**src/rtl/param_sync_fifo.sv**
```systemverilog
// param_sync_fifo
// Single-clock FIFO with a parameterised width and depth. It has registered
// read data, almost-full and almost-empty thresholds, and sticky
// overflow/underflow flags.
// Pointers are P+1 bits wide. The low P bits address the memory, and the MSB
// tells a full FIFO apart from an empty one.

module param_sync_fifo #(
  parameter int W      = 8,
  parameter int P      = 4,
  parameter int AF_LVL = (1 << P) - 2,
  parameter int AE_LVL = 2
) (
  input  logic         clk,
  input  logic         reset,
  input  logic         wr_en,
  input  logic [W-1:0] data_in,
  input  logic         rd_en,
  input  logic         clr_err,
  output logic [W-1:0] data_out,
  output logic         full,
  output logic         empty,
  output logic         almost_full,
  output logic         almost_empty,
  output logic [P:0]   count,
  output logic         overflow,
  output logic         underflow
);

  localparam int         DEPTH   = 1 << P;
  localparam logic [P:0] C_ONE   = (P+1)'(1);
  localparam logic [P:0] C_AF    = (P+1)'(AF_LVL);
  localparam logic [P:0] C_AE    = (P+1)'(AE_LVL);

  // Storage is deliberately left without a reset. Reset zeroes the pointers,
  // so a stale entry can never be presented before it has been rewritten.
  logic [W-1:0] r_mem [DEPTH];

  logic [P:0]   r_wptr;
  logic [P:0]   r_rptr;
  logic [P:0]   r_count;
  logic [W-1:0] r_dataOut;
  logic         r_overflow;
  logic         r_underflow;

  logic         w_full;
  logic         w_empty;
  logic         w_wrAccept;
  logic         w_rdAccept;
  logic         w_ovfSet;
  logic         w_unfSet;
  logic [P:0]   w_countNext;
  logic         w_ovfNext;
  logic         w_unfNext;

  // Status flags come only from registered pointers and the count, so no
  // input reaches an output combinationally.
  always_comb begin
    w_empty = 1'b0;
    w_full  = 1'b0;
    w_empty = (r_wptr == r_rptr);
    w_full  = (r_wptr[P-1:0] == r_rptr[P-1:0]) && (r_wptr[P] != r_rptr[P]);
  end

  // Accept and reject decisions, next occupancy, and next sticky error state.
  // When the FIFO is full, a simultaneous read frees a slot, so the write is
  // accepted. When it is empty, a simultaneous read is refused, so the slot
  // being written is never read in the same cycle.
  always_comb begin
    w_wrAccept  = 1'b0;
    w_rdAccept  = 1'b0;
    w_ovfSet    = 1'b0;
    w_unfSet    = 1'b0;
    w_countNext = r_count;
    w_ovfNext   = r_overflow;
    w_unfNext   = r_underflow;

    w_wrAccept = wr_en && (!w_full || rd_en);
    w_rdAccept = rd_en && !w_empty;
    w_ovfSet   = wr_en && w_full && !rd_en;
    w_unfSet   = rd_en && w_empty;

    case ({w_wrAccept, w_rdAccept})
      2'b10:   w_countNext = r_count + C_ONE;
      2'b01:   w_countNext = r_count - C_ONE;
      default: w_countNext = r_count;
    endcase

    if (w_ovfSet) begin
      w_ovfNext = 1'b1;
    end else if (clr_err) begin
      w_ovfNext = 1'b0;
    end

    if (w_unfSet) begin
      w_unfNext = 1'b1;
    end else if (clr_err) begin
      w_unfNext = 1'b0;
    end
  end

  // Write port. A rejected write leaves the memory untouched.
  always_ff @(posedge clk) begin
    if (w_wrAccept) begin
      r_mem[r_wptr[P-1:0]] <= data_in;
    end
  end

  // Pointers, occupancy, registered read data and sticky flags. Reset aborts
  // traffic at once, independent of the clock.
  always_ff @(posedge clk or negedge reset) begin
    if (!reset) begin
      r_wptr      <= '0;
      r_rptr      <= '0;
      r_count     <= '0;
      r_dataOut   <= '0;
      r_overflow  <= 1'b0;
      r_underflow <= 1'b0;
    end else begin
      if (w_wrAccept) begin
        r_wptr <= r_wptr + C_ONE;
      end
      if (w_rdAccept) begin
        r_rptr    <= r_rptr + C_ONE;
        r_dataOut <= r_mem[r_rptr[P-1:0]];
      end
      r_count     <= w_countNext;
      r_overflow  <= w_ovfNext;
      r_underflow <= w_unfNext;
    end
  end

  assign data_out     = r_dataOut;
  assign full         = w_full;
  assign empty        = w_empty;
  assign almost_full  = (r_count >= C_AF);
  assign almost_empty = (r_count <= C_AE);
  assign count        = r_count;
  assign overflow     = r_overflow;
  assign underflow    = r_underflow;

endmodule

```
**config.mk**
```make
export PLATFORM = sky130hd
export DESIGN_NAME = param_sync_fifo
export DESIGN_NICKNAME = d
export VERILOG_FILES = /design/src/rtl/param_sync_fifo.sv
export SDC_FILE = /design/constraint.sdc
export NUM_CORES = 1
export LEC_CHECK = 0
export ABC_AREA = 1
export CELL_PAD_IN_SITES_DETAIL_PLACEMENT = 1
export CELL_PAD_IN_SITES_GLOBAL_PLACEMENT = 2
export CORE_MARGIN = 1.5
export CORE_UTILIZATION = 23
export CTS_CLUSTER_SIZE = 8
export DETAILED_ROUTE_END_ITERATION = 8
export PLACE_DENSITY_LB_ADDON = 0.1
export SLEW_MARGIN = 20
export SYNTH_ARGS = -nofsm -noshare
export SYNTH_HDL_FRONTEND = slang
export SYNTH_SLANG_ARGS = --single-unit
```
**constraint.sdc**
```tcl
create_clock -name clk -period 7.6 [get_ports clk]
set_input_delay 2.28 -clock clk [delete_from_list [all_inputs] [get_ports clk]]
set_output_delay 2.28 -clock clk [all_outputs]
set_load 0.02 [all_outputs]
```
==> flow_metrics.env <==
export IMPL_drive_gt1_share_pct=5.598
export IMPL_peakVddDrop_uv=166.6
export IMPL_drv_slew=0
export IMPL_swShare_pct=38.98
export IMPL_p_int_w=0.001923
export IMPL_critPathMaxFanout=29
export IMPL_finalCoreUtilization_pct=27.54
export IMPL_skew_ns=0.01041
export IMPL_cts_tree="yes"
export IMPL_place_gp_congestion=0.7125
export IMPL_numCtsBuffers=17
export IMPL_period_needed_ns=4.717
export IMPL_post_synth_top_area_fraction_pct=54.22
export IMPL_htreeDepth=4
export IMPL_io_buffers=31
export IMPL_most_common_layout_cells="nand2_1, inv_1, edfxtp_1"
export IMPL_nNetsFinal=796
export IMPL_post_cts_buffers=0
export IMPL_ant_nets=0
export IMPL_ctsResizeCount=0
export IMPL_min_path_type="reg2reg"
export IMPL_clock_path_buffers=2
export IMPL_grt_pass1_vias=5307
export IMPL_antenna_found_initial=0
export IMPL_boundaryPins=32
export IMPL_grt_max_degree=66
export IMPL_vias=4834
export IMPL_required_ns=5.32
export IMPL_path_clk_slew_ns=0.06
export IMPL_crit_arrival_ns=2.44
export IMPL_pwr_share_clk_pct=27.3
export IMPL_clkSinkCount=153
export IMPL_setup_violations=0
export IMPL_synth_seq_area_share_pct=63.04
export IMPL_rows=64
export IMPL_filler_cell_count=3507
export IMPL_antenna_cells=0
export IMPL_drc_errors=0
export IMPL_timing_final_crit_share_pct=62.06
export IMPL_max_freq_mhz=212.0
export IMPL_pwr_share_comb_pct=36.2
export IMPL_avgSynthCellArea_um2=9.490
export IMPL_power_frac_seq_pct=36.5
export IMPL_clk_insertion_delay_late_ns=0.44
export IMPL_netlist_area_um2=7089
export IMPL_endpoint_kind="output port"
export IMPL_worstMarginPinSlew_ns=1.008
export IMPL_synth_nets=770
export IMPL_maxSlewHeadroom_pct=32.57
export IMPL_critPathKind="reg2out"
export IMPL_synthTopCellsByArea="edfxtp_1, nand2_1, dfrtp_1, inv_1, nand3_1"
export IMPL_drt_pass1_iterations=6
export IMPL_layout_commonest_cell="nand2_1"
export IMPL_yosys_register_bits=153
export IMPL_drt_iter0_drc=246
export IMPL_grtUsageTotal_pct=14.17
export IMPL_yosysWarnings=0
export IMPL_vias_per_cell=4.090
export IMPL_switchingPower_w=0.001228
export IMPL_routedWlPerCell_um=17.82
export IMPL_area_growth_pct=18.21
export IMPL_final_hold_viol_count=0
export IMPL_die_w_um=178.6
export IMPL_clockRootBuffer="clkbuf_16"
export IMPL_die_area_um2=31890
export IMPL_grt_pass1_wl_um=32090
export IMPL_p_leak_nw=3.664
export IMPL_synth_cells=747
export IMPL_initial_utilization_pct=23.30
export IMPL_place_hpwl_um=13780
export IMPL_rsz0062_at_grt="false"
export IMPL_startpoint_type="flop"
export IMPL_synth_top_cell_by_area="edfxtp_1"
export IMPL_fin_setup_tns_ns=0
export IMPL_routed_wl_um=21060
export IMPL_die_h_um=178.6
export IMPL_ctsHoldBuffers=0
export IMPL_maxCapViolCount=0
export IMPL_power_density_nw_per_um2=376.0
export IMPL_grt_overflow=0
export IMPL_core_um2=30430
export IMPL_status="complete, no violations"
export IMPL_ys_types=29
## path summary, 6_finish.rpt
check	startpoint	to	slack, ns	depth (start not counted)
setup / recovery	r_rptr[0]	empty	2.88	7
hold / removal	data_out[6]	data_out[6]	0.51	2
setup reg to reg	r_rptr[1]	count[4]	4.27	14
hold reg to reg	data_out[6]	data_out[6]	0.51	2
max in group asynchronous	reset	r_rptr[0]	5.09	2
min in group asynchronous	reset	count[4]	2.22	2
## cell usage after synthesis
library cell,instances
buf_1,2
fa_1,1
a2111oi_0,1
xor2_1,6
clkbuf_1,6
a31o_2,1
a31oi_1,1
nand2_1,273
nor2_4,2
inv_1,134
nand3_1,88
o22ai_1,1
a21oi_1,2
nand2_4,1
buf_6,2
ha_1,9
buf_4,3
dfrtp_1,25
inv_2,4
nand2_2,3
nand3_2,1
o21ai_0,4
buf_2,15
clkinv_1,1
nor2_1,25
edfxtp_1,128
nand4_4,1
xnor2_1,6
a21boi_0,1
## layout make-up
cell class	count	area [um^2]	area share, %
tap	396	495.5	5.912
inverter	139	521.8	6.226
clock inverter	3	17.52	0.2090
sequential	153	4471	53.34
clock buffer	29	586.8	7.002
multi-input combinational	427	1948	23.25
timing repair buffer	35	340.3	4.061
## power groups by stage
stage	sequential (W)	combinational [W]	clock, W
CTS	0.00116	0.00118	0.000884
finish	0.00115	0.00114	0.000859
detailed placement	0.00117	0.00118	0
global route	0.00117	0.00129	0.000914
floorplan	0.00115	0.000732	0
global placement	0.00117	0.00117	0
## stage by stage
| stage | power, W | area [um^2] | hold WS (ns) | cells | worst slack [ns] |
|---|---|---|---|---|---|
| 3_5_place_dp | 0.002348 | 7776 | 0.4756 | 1150 | 2.550 |
| 2_1_floorplan | 0.001883 | 7089 | 0.5021 | 747 | 3.643 |
| 6_report | 0.003151 | 8381 | 0.5054 | 1182 | 2.883 |
| 5_1_grt | 0.003378 | 8381 | 0.5338 | 1182 | 2.674 |
| 3_3_place_gp | 0.002336 | 7776 | 0.4780 | 1150 | 2.570 |
| 4_1_cts | 0.003223 | 8381 | 0.5068 | 1182 | 2.796 |
## critical path, cell delays in order, from the launching register on
cell             delay, ns
dfrtp_2               0.75
inv_2                 0.08
nand2_1               0.08
nand2_1               0.09
nor2_4                0.15
nand3_2               0.15
inv_1                 0.09
clkdlybuf4s50_1       0.61
## registers in the layout, summed over array words and instances (netlist names)
register / cells
r_wptr: 5
overflow: 1
count: 5
underflow: 1
data_out: 8
r_rptr: 5
r_mem: 128
## per-layer routing
layer	GRT usage [%]	vias to the layer above	share of wire (%)	wire, um
met5	0	-	0	0
li1	-	2389	-	-
met4	4.063	0	1.1	222
met1	17.40	2384	45	9515
met3	2.536	14	2.1	452
met2	25.23	47	52	10870
## logic make-up after synthesis
kind of cell,after synthesis,share of synthesized area [%]
compound gates,11,0.9533
xor+xnor,12,1.483
fa+ha+maj,10,1.871
buf+inv,167,9.477
flops,153,63.04
simple gates,394,23.17
(Power assumes the default switching activity.)
